## src/rtl/hart_debug_ctrl.sv

```systemverilog
// hart_debug_ctrl
//   Core-side responder for the Debug Module core interface. Takes halt and
//   resume requests, stalls and drains the pipeline, acknowledges the halt,
//   and while halted services abstract register reads/writes against the GPR
//   file, the CSR file and the local dcsr/dpc registers.
//
// Optional feature macro: DEBUG_STEP_EN (single-step support via dcsr.step).
//
// Ports
//   clk, reset           : clock; asynchronous active-low reset
//   haltreq, resumereq   : level requests from the DM
//   core_haltack         : high while the hart is halted
//   resumeack            : one-cycle pulse when a resume is taken
//   register_index       : debug-spec register number (CSR 0x000-0xFFF, GPR 0x1000-0x101F)
//   debug_read/write     : access requests, held until reg_rack/reg_wack
//   debug_wdata          : write data
//   debug_rdata          : registered read data, valid with reg_rack
//   reg_rack, reg_wack   : one-cycle access acknowledges
//   stall_req            : freeze fetch and drain the pipeline
//   pipe_idle            : pipeline empty
//   core_pc              : PC of the next instruction to execute
//   instr_retired        : one instruction retired this cycle (step mode only)
//   pc_redirect          : one-cycle pulse loading resume_pc into fetch
//   resume_pc            : current dpc
//   gpr_*                : GPR file debug port (combinational read)
//   csr_*                : CSR file debug port (combinational read)
module hart_debug_ctrl #(
    parameter int unsigned XPR_LEN   = 32,
    parameter int unsigned REG_IDX_W = 13
) (
    input  logic                 clk,
    input  logic                 reset,
    input  logic                 haltreq,
    input  logic                 resumereq,
    output logic                 core_haltack,
    output logic                 resumeack,
    input  logic [REG_IDX_W-1:0] register_index,
    input  logic                 debug_read,
    input  logic                 debug_write,
    input  logic [XPR_LEN-1:0]   debug_wdata,
    output logic [XPR_LEN-1:0]   debug_rdata,
    output logic                 reg_rack,
    output logic                 reg_wack,
    output logic                 stall_req,
    input  logic                 pipe_idle,
    input  logic [XPR_LEN-1:0]   core_pc,
    input  logic                 instr_retired,
    output logic                 pc_redirect,
    output logic [XPR_LEN-1:0]   resume_pc,
    output logic [4:0]           gpr_addr,
    output logic                 gpr_we,
    output logic [XPR_LEN-1:0]   gpr_wdata,
    input  logic [XPR_LEN-1:0]   gpr_rdata,
    output logic [11:0]          csr_addr,
    output logic                 csr_we,
    output logic [XPR_LEN-1:0]   csr_wdata,
    input  logic [XPR_LEN-1:0]   csr_rdata
);

    typedef enum logic [2:0] {
        RUNNING,
        HALT_WAIT,
        HALTED,
        ACCESS,
        ACK_WAIT,
        RESUMING
`ifdef DEBUG_STEP_EN
        , STEPPING
`endif
    } state_e;

    state_e                 state_q, state_d;
    logic [XPR_LEN-1:0]     dpc_q, dpc_d;
    logic [2:0]             cause_q, cause_d;
    logic [REG_IDX_W-1:0]   idx_q, idx_d;
    logic [XPR_LEN-1:0]     wdata_q, wdata_d;
    logic                   wr_q, wr_d;
    logic [XPR_LEN-1:0]     rdata_q, rdata_d;
    logic                   rack_q, rack_d;
    logic                   wack_q, wack_d;

`ifdef DEBUG_STEP_EN
    logic                   step_q, step_d;
    logic [2:0]             hcause_q, hcause_d;  // cause to record when HALT_WAIT completes
`else
    logic                   step_q;
    logic                   unused_instr_retired;
    assign step_q               = 1'b0;
    assign unused_instr_retired = instr_retired;
`endif

    // Register decode of the latched index
    logic [31:0]        idx_ext;
    logic               is_gpr, is_dcsr, is_dpc, is_csr, is_x0;
    logic [31:0]        dcsr_rd;
    logic [XPR_LEN-1:0] rd_val;

    assign idx_ext = 32'(idx_q);
    assign is_gpr  = (idx_ext[31:5] == 27'h80);
    assign is_dcsr = (idx_ext == 32'h0000_07B0);
    assign is_dpc  = (idx_ext == 32'h0000_07B1);
    assign is_csr  = (idx_ext < 32'h0000_1000) && !is_dcsr && !is_dpc;
    assign is_x0   = (idx_q[4:0] == 5'd0);
    assign dcsr_rd = {4'd4, 19'b0, cause_q, 3'b0, step_q, 2'b11};

    always_comb begin
        rd_val = '0;
        if (is_gpr)       rd_val = is_x0 ? '0 : gpr_rdata;
        else if (is_dcsr) rd_val = XPR_LEN'(dcsr_rd);
        else if (is_dpc)  rd_val = dpc_q;
        else if (is_csr)  rd_val = csr_rdata;
    end

    always_comb begin
        state_d      = state_q;
        dpc_d        = dpc_q;
        cause_d      = cause_q;
        idx_d        = idx_q;
        wdata_d      = wdata_q;
        wr_d         = wr_q;
        rdata_d      = rdata_q;
        rack_d       = 1'b0;
        wack_d       = 1'b0;
        stall_req    = 1'b0;
        core_haltack = 1'b0;
        resumeack    = 1'b0;
        pc_redirect  = 1'b0;
        gpr_we       = 1'b0;
        csr_we       = 1'b0;
`ifdef DEBUG_STEP_EN
        step_d       = step_q;
        hcause_d     = hcause_q;
`endif
        unique case (state_q)
            RUNNING: begin
                if (haltreq) begin
                    state_d = HALT_WAIT;
`ifdef DEBUG_STEP_EN
                    hcause_d = 3'd3;
`endif
                end
            end
            HALT_WAIT: begin
                stall_req = 1'b1;
                if (pipe_idle) begin
                    dpc_d   = core_pc;
`ifdef DEBUG_STEP_EN
                    cause_d = hcause_q;
`else
                    cause_d = 3'd3;
`endif
                    state_d = HALTED;
                end
            end
            HALTED: begin
                stall_req    = 1'b1;
                core_haltack = 1'b1;
                if (debug_write || debug_read) begin
                    idx_d   = register_index;
                    wdata_d = debug_wdata;
                    wr_d    = debug_write;
                    state_d = ACCESS;
                end else if (resumereq && !haltreq) begin
                    state_d = RESUMING;
                end
            end
            ACCESS: begin
                stall_req    = 1'b1;
                core_haltack = 1'b1;
                if (wr_q) begin
                    gpr_we = is_gpr && !is_x0;
                    csr_we = is_csr;
                    if (is_dpc) dpc_d = wdata_q;
`ifdef DEBUG_STEP_EN
                    if (is_dcsr) step_d = wdata_q[2];
`endif
                    wack_d = 1'b1;
                end else begin
                    rdata_d = rd_val;
                    rack_d  = 1'b1;
                end
                state_d = ACK_WAIT;
            end
            ACK_WAIT: begin
                // Wait for the request to drop so a held request cannot re-trigger
                stall_req    = 1'b1;
                core_haltack = 1'b1;
                if (!debug_read && !debug_write) state_d = HALTED;
            end
            RESUMING: begin
                core_haltack = 1'b1;
                resumeack    = 1'b1;
                pc_redirect  = 1'b1;
`ifdef DEBUG_STEP_EN
                state_d = step_q ? STEPPING : RUNNING;
`else
                state_d = RUNNING;
`endif
            end
`ifdef DEBUG_STEP_EN
            STEPPING: begin
                // An external halt takes precedence over the step completion
                if (haltreq) begin
                    hcause_d = 3'd3;
                    state_d  = HALT_WAIT;
                end else if (instr_retired) begin
                    hcause_d = 3'd4;
                    state_d  = HALT_WAIT;
                end
            end
`endif
            default: state_d = RUNNING;
        endcase
    end

    always_ff @(posedge clk or negedge reset) begin
        if (!reset) begin
            state_q  <= RUNNING;
            dpc_q    <= '0;
            cause_q  <= '0;
            idx_q    <= '0;
            wdata_q  <= '0;
            wr_q     <= 1'b0;
            rdata_q  <= '0;
            rack_q   <= 1'b0;
            wack_q   <= 1'b0;
`ifdef DEBUG_STEP_EN
            step_q   <= 1'b0;
            hcause_q <= '0;
`endif
        end else begin
            state_q  <= state_d;
            dpc_q    <= dpc_d;
            cause_q  <= cause_d;
            idx_q    <= idx_d;
            wdata_q  <= wdata_d;
            wr_q     <= wr_d;
            rdata_q  <= rdata_d;
            rack_q   <= rack_d;
            wack_q   <= wack_d;
`ifdef DEBUG_STEP_EN
            step_q   <= step_d;
            hcause_q <= hcause_d;
`endif
        end
    end

    assign debug_rdata = rdata_q;
    assign reg_rack    = rack_q;
    assign reg_wack    = wack_q;
    assign resume_pc   = dpc_q;
    assign gpr_addr    = idx_q[4:0];
    assign gpr_wdata   = wdata_q;
    assign csr_addr    = idx_q[11:0];
    assign csr_wdata   = wdata_q;

endmodule
```

## config.mk

```make
export PLATFORM = sky130hd
export DESIGN_NAME = hart_debug_ctrl
export DESIGN_NICKNAME = d
export VERILOG_FILES = /design/src/rtl/hart_debug_ctrl.sv
export SDC_FILE = /design/constraint.sdc
export NUM_CORES = 1
export LEC_CHECK = 0
export BUFFER_PORTS_ARGS = -buffer_cell sky130_fd_sc_hd__buf_2
export CAP_MARGIN = 20
export CELL_PAD_IN_SITES_DETAIL_PLACEMENT = 2
export CELL_PAD_IN_SITES_GLOBAL_PLACEMENT = 2
export CORE_MARGIN = 1
export CORE_UTILIZATION = 25
export DETAILED_ROUTE_END_ITERATION = 16
export GPL_TIMING_DRIVEN = 0
export HOLD_SLACK_MARGIN = 0.05
export PLACE_DENSITY = 0.77
export SYNTH_ARGS = -nofsm -noshare
export SYNTH_HDL_FRONTEND = slang
export SYNTH_SLANG_ARGS = --single-unit
```

## constraint.sdc

```tcl
create_clock -name clk -period 1.9 [get_ports clk]
set_input_delay 0.38 -clock clk [delete_from_list [all_inputs] [get_ports clk]]
set_output_delay 0.38 -clock clk [all_outputs]
set_load 0.01 [all_outputs]
```

== Word level (Yosys, flattened, before mapping) ==
Cells that the tools add are included.
Word-level totals
  memories kept: 0
  output and inout port bits: 153
  bits in latches: 0
  bits in read-only memories: 0
  flip-flop bits (word level): 116
  input bits: 149
  RAM bits: 0
  word-level logic and storage cells: 73
Cells by class
  div/mod/pow operators: 0
  reductions and logical operators: 22
  bitwise operators: 1
  eq/ne operators: 14
  order comparisons: 1
  $add $sub $neg: 0
  shift-type cells: 0
  mux-type cells: 26
  multipliers: 0
Operator list (number)
  $mux W32: 8
  $pmux W32 S2: 1
  $eq A13 B11 Y1 const B: 2
  $mux W3: 5
  $pmux W3 S5: 1
  $lt A13 B13 Y1 const B: 1
  $mux W1: 11
  $ne A2 B2 Y1 const B: 5
  $eq A8 B8 Y1 const B: 1
  $reduce_and A4 Y1: 2
  $reduce_or A4 Y1: 2
  $eq A3 B2 Y1 const B: 2
  $eq A3 B3 Y1 const B: 2
  $logic_not A1 Y1: 6
  $reduce_and A2 Y1: 3
  $logic_and A1 B1 Y1: 5
  $logic_not A5 Y1: 1
  $eq A3 B1 Y1 const B: 1
  $logic_not A3 Y1: 1
  $ne A3 B3 Y1 const B: 1
  $reduce_bool A2 Y1: 1
  $logic_or A1 B1 Y1: 1
  $not A1 Y1: 1

== Depth between registers and ports, before layout ==
Gate-level depths: netlist of run 1.
  depth after elaboration: 8
  gate-level depth with buffers: 7
  mapped depth without buffers: 5

== Worst setup path before layout of run 1 ==
OpenSTA, ideal clock, no wires.
  kind: flip-flop to output port
  start: register idx_q[1]
  end: output port gpr_we
  data required time: 1.520 ns
  cell stages (with the launch flop): 5
  arrival: 1.501 ns
  path buffers: 1
  setup slack: 0.019 ns
  cells stage by stage: dfrtp_1 or3_4 o311a_1 buf_2 nor2b_1
On the way
  cells in the longest elaborated chain, start to end: 5
Ends and longest elaborated chain
  from (decl): RTL line 75  | logic [REG_IDX_W-1:0] idx_q, idx_d;
  from (signal assigned): RTL line 235  | idx_q <= idx_d;
  $logic_not A5 Y1: RTL line 103  | assign is_x0 = (idx_q[4:0] == 5'd0);
  $logic_not A1 Y1: RTL line 171  | gpr_we = is_gpr && !is_x0;
  $logic_and A1 B1 Y1: RTL line 171
  $mux W1: RTL line 170  | if (wr_q) begin
  $mux W1: RTL line 134  | unique case (state_q)
  to (decl): RTL line 51  | output logic gpr_we,
Every way passes these cells.

== Final worst setup path of run 1 ==
  start: register idx_q[2]
  end: output port gpr_we
The elaborated chain is that of the path after synthesis.

==> impl_metrics.ini, run 1 <==
[timing]
rsz0062_at_grt = yes
fmax_mhz = 433
setup_tns_ns = -7.85
final-setup-viol-count = 34
skew_ns = 0.00890
period_share = 1.21
max_slew.worst_pin.slew_ns = 0.747
min_period_ns = 2.31
slew_violations = 0
relSlewSlack = 0.502
hold_violations = 0
fin_ws_ns = -0.408

[global_route]
grt_start_max_net_pins = 60
grt.busiest_layer = met2
grt_use_met1 = 0.223
grt_pass1_vias = 6044
gr-total-overflow = 0
antenna_found_initial = 3
met2_usage = 0.362
grt_pass1_wl_mm = 35.6
grtUsageTotal = 0.197
use_met3 = 0.0536

[placement]
hpwl_mm = 17.4
portBuffers = 300
placed_cells = 1111
gp_congestion = 0.748

[yosys]
ys.flop_type = dfrtp_1
yosysMostFrequentCell = dfrtp_1
yosysSeqAreaShare = 0.488
synth_top_area_share = 0.488
synth_area_um2 = 5940
ys_ff_latch = 116
synthTopCellsByCount = dfrtp_1, mux2_2, buf_4, a21oi_1, nor2_1
synth_edf_count = 0
synth.area.top_cells = dfrtp_1, mux2_2, buf_4, a22oi_2, a21oi_1
ys_types = 46
yosys.area.top_type = dfrtp_1
synth-async-reset-ratio = 1.00
syn_avg_cell_area_um2 = 12.1
syn-num-nets = 640
synthCells = 491
synth_warnings = 0

[worst_setup_path]
arrival_ns = 1.93
critPathCaptureType = primary output
crit_type = reg -> out
worstReg2RegEnd = resume_pc[24]$_DFFE_PN0P_
crit_fanout = 2
required_ns = 1.52
rr_startpoint = idx_q[11]$_DFFE_PN0P_
startpoint_type = flip-flop
r2r_cells = 8
rrSetupSlack_ns = -0.30

[floorplan]
die_x_um = 156
coreArea_um2 = 23400
start_util = 0.254
die_h_um = 156
io_pins = 302
rows = 56
die_area_um2 = 24400

[route]
num_vias = 5324
ant_nets = 0
routedWlPerCell_um = 20.6
drt_wl_total_mm = 24.2
vias_per_cell = 4.53
drtIter0Drc = 172
drc = 0
drt_first_pass_iters = 4

[hold_path]
holdPathEnd = csr_wdata[3]$_DFFE_PN0P_
min_path_cells = 2
hp-start = debug_wdata[3]
hold_path.class = in -> reg

[run_status]
violations = setup timing
outcome = finished, violations left

[clock_tree]
clk_pin_slew_ns = 0.06
cts_buffers = 17
cts.sinks = 116
tritoncts = built
insertion_delay_ns = 0.41
ctsLongestPathBuffers = 2
htreeDepth = 4
cts_root_buf = clkbuf_16

[pwr]
power_leakage_nw = 4.48
p_per_area_nw_per_um2 = 1780
ir_worst_vdd_mv = 0.688

[cells_and_area]
layout-drive-gt1-share = 0.739
finish.utilization = 0.398
stdcell_count = 1176
syn_to_final_growth_pct = 56.7
nets = 994

[job]
max_cap_viol_count = 0
[flip-flops by register name (all words and copies together) (netlist names)]
name / flops
reg_wack: 1
state_q: 3
debug_rdata: 32
resume_pc: 32
reg_rack: 1
idx_q: 13
cause_q: 1
csr_wdata: 32
wr_q: 1
[critical path, stage by stage, from the launching register on]
cell and delay [ns]:
dfrtp_1 0.38, or3_4 0.40, o311a_4 0.35, buf_8 0.13
nor2b_4 0.11, buf_2 0.14
[worst max-delay path by stage]
stage | from | endpoint | slack [ns] | cells past startpoint
final | idx_q[2]$_DFFE_PN0P_ | gpr_we | -0.41 | 5
after CTS | idx_q[2]$_DFFE_PN0P_ | gpr_we | -0.43 | 5
after global routing | idx_q[2]$_DFFE_PN0P_ | gpr_we | -0.47 | 5
after detailed placement | idx_q[12]$_DFFE_PN0P_ | gpr_we | -0.57 | 6
after global placement | reset | resume_pc[11]$_DFFE_PN0P_ | -1.26 | 1
after floorplan | idx_q[1]$_DFFE_PN0P_ | gpr_we | 0.02 | 4
[metal layers]
| metal | vias up | share of wire | wire length (µm) |
|---|---|---|---|
| met5 | - | 0.0013 | 31 |
| li1 | 2424 | - | - |
| met3 | 25 | 0.060 | 1440 |
| met4 | 4 | 0.013 | 320 |
| met2 | 183 | 0.53 | 12800 |
| met1 | 2688 | 0.40 | 9620 |
[through the flow]
stage	instance area, µm²	power (mW)	hold slack [ns]	setup WS [ns]
floorplan	5940	8.94	0.0844	0.0193
global placement	7840	11.7	0.493	-1.26
detailed placement	7880	12.0	0.405	-0.570
CTS	9160	16.6	0.175	-0.434
global route	9320	17.6	0.182	-0.471
finish	9320	16.6	0.195	-0.408
[area by class of cell]
cell class,instances,area [µm²]
inverter,3,13.8
buffer,77,663
antenna,1,2.50
multi-input combinational,293,2810
clock inverter,8,125
fill,2558,14100
clock buffer,22,484
timing repair buffer,337,1910
tap,319,399
sequential,116,2910
[where the power goes]
group          leakage, nW  internal [mW]  switching [mW]
Clock                0.286           2.19            1.17
Combinational         2.83           4.47            3.78
Sequential            1.36           3.74            1.23
Total                 4.48           10.4            6.19
[kinds of logic after synthesis]
group	synth area share
xor gates and xnor gates	0.00295
DFF	0.488
and+or+nand+nor	0.0733
AOI/OAI and AO/OA	0.137
buffers and inverters	0.0918
muxes	0.207
[cells in the final DEF, fill, tap and decap left out, types with 3 or more instances in the layout]
cell type / n
and4b_1: 3
buf_4: 80
a22oi_2: 20
nor4_4: 3
clkbuf_2: 4
clkinvlp_4: 4
buf_16: 4
clkbuf_8: 6
buf_8: 4
buf_2: 301
clkbuf_16: 17
a21oi_1: 29
dfrtp_1: 109
mux2_2: 77
nand3_1: 3
a41oi_1: 3
a22oi_1: 7
nor2_1: 35
dfrtp_2: 7
a21oi_2: 30
bufinv_16: 3
mux2_4: 32
a21oi_4: 3
or3b_2: 3
clkbuf_4: 3
nand2_1: 9
buf_6: 8
buf_12: 6
[what timing repair did]
action                     4_1_cts  5_1_grt
setup buffers                   25        8
setup endpoints to repair      100       96
pin swaps                        8        8
hold endpoints to repair        57        0
gates resized for setup        105       29
gates cloned                     3        0
hold buffers                     1        0
(Power assumes the default switching activity.)
==> run 2: changes to the inputs <==
SKIP_CTS_REPAIR_TIMING = 1   (was unset)
==> run 2 against run 1 <==
Effect of this change: the flow still finishes with violations (setup timing); clock-buffer cell count unchanged; design area down 2.7%; register-to-register slack better by 0.17 ns; global-route usage down 1.0 points; sequential power about the same; non-clock buffer count down 10; routed wire length down 4.2%; clock skew about the same; combinational power down 8.6%.
==> impl_metrics.ini, run 2 (synthesis results as in run 1) <==
[global_route]
grtUsageTotal = 0.187
gr-total-overflow = 0
antenna_found_initial = 3
grt_start_max_net_pins = 60
grt_pass1_vias = 5803
grt_pass1_wl_mm = 33.8

[worst_setup_path]
required_ns = 1.52
cp-startpoint = idx_q[2]$_DFFE_PN0P_
crit_type = reg -> out
startpoint_type = flip-flop
critPathCaptureType = primary output
path_cells = or3_4 > o311a_4 > buf_8 > nor2b_4 > buf_6
r2r_cells = 7
crit_path_end = gpr_we
arrival_ns = 2.05
rrSetupSlack_ns = -0.13
worstReg2RegEnd = resume_pc[9]$_DFFE_PN0P_
slowest_stage = dfrtp_2
rr_startpoint = idx_q[1]$_DFFE_PN0P_
crit_fanout = 5
max_stage_delay_ns = 0.44

[placement]
pre_cts_ws_ns = -0.570
placed_cells = 1111
gp_congestion = 0.748
hpwl_mm = 17.4
place_area_um2 = 7880
portBuffers = 300

[pwr]
ir_worst_vdd_mv = 0.639
finalPower_mw = 15.8
p_per_area_nw_per_um2 = 1750
power_leakage_nw = 4.29

[timing]
rsz0062_at_grt = yes
max_slew.worst_pin.slew_ns = 0.763
period_share = 1.28
min_period_ns = 2.43
slew_violations = 0
skew_ns = 0.00904
relSlewSlack = 0.491
fmax_mhz = 411
final-setup-viol-count = 60
fin_ws_ns = -0.530
whs_ns = 0.195
setup_tns_ns = -5.47
hold_violations = 0

[floorplan]
die_area_um2 = 24400
die_x_um = 156
start_util = 0.254
io_pins = 302
die_h_um = 156
coreArea_um2 = 23400
rows = 56

[cells_and_area]
nets = 984
finalInstanceArea_um2 = 9060
finish.utilization = 0.387
syn_to_final_growth_pct = 52.5
layout_common_cells = buf_2, dfrtp_1, mux2_2
layout-drive-gt1-share = 0.741
layout_commonest_cell = buf_2
stdcell_count = 1166

[run_status]
outcome = finished, violations left
violations = setup timing

[job]
max_cap_viol_count = 0

[clock_tree]
htreeDepth = 4
cts_buffers = 17
cts_root_buf = clkbuf_16
ctsLongestPathBuffers = 2
tritoncts = built
clk_pin_slew_ns = 0.06
insertion_delay_ns = 0.41
cts.sinks = 116

[route]
drc = 0
vias_per_cell = 4.51
routedWlPerCell_um = 19.9
drt_first_pass_iters = 4
num_vias = 5264
drtIter0Drc = 128
ant_nets = 0
drt_wl_total_mm = 23.2

[hold_path]
hold_path.class = in -> reg
hp-start = debug_wdata[3]
run 2: cell count changes in the layout (fill, tap and decap cells not counted), moves of 2 or more:
cell	before	now
a21oi_4	3	7
buf_16	4	1
buf_12	6	3
a21oi_2	30	35
clkbuf_8	6	4
mux2_2	77	108
a21oi_1	29	20
mux2_4	32	0
dfrtp_1	109	113
buf_4	80	77
dfrtp_2	7	3
run 2: final cells by class:
cell class                      count  area (µm²)
Tap cell                          319         399
Buffer                             77         647
Clock buffer                       22         484
Sequential cell                   116        2910
Inverter                            3        15.0
Timing Repair Buffer              327        1750
Fill cell                        2582       14300
Multi-Input combinational cell    293        2730
Antenna cell                        1        2.50
Clock inverter                      8         125
run 2: power breakdown:
| group | internal (mW) | leakage (nW) | switching (mW) |
|---|---|---|---|
| clock | 2.19 | 0.286 | 1.18 |
| sequential | 3.73 | 1.37 | 1.21 |
| combinational | 3.95 | 2.64 | 3.59 |
| total | 9.86 | 4.29 | 5.98 |
run 2: critical path, delay by kind of cell (launching register included):
kind            cells  cell delay (ns)
flops               1             0.44
simple gates        2             0.54
buf+inv             2             0.25
compound gates      1             0.40
run 2: how the worst min path moves through the flow:
stage                                       end  slack (ns)  cells past startpoint
floorplan                cause_q[0]$_DFFE_PN0P_        0.08                      0
global route           csr_wdata[3]$_DFFE_PN0P_        0.18                      2
detailed placement         idx_q[6]$_DFFE_PN0P_        0.40                      1
CTS                        idx_q[6]$_DFFE_PN0P_       -0.05                      1
global placement    debug_rdata[15]$_DFFE_PN0P_        0.49                      2
finish                 csr_wdata[3]$_DFFE_PN0P_        0.20                      2
run 2: layer usage:
metal / vias up / track usage / wire length [µm] / share of wire
met1: 2647 / 0.209 / 9060 / 0.39
met2: 178 / 0.340 / 12200 / 0.53
met4: 4 / 0.0560 / 408 / 0.018
li1: 2410 / - / - / -
met5: - / 0 / 31 / 0.0013
met3: 25 / 0.0558 / 1490 / 0.064
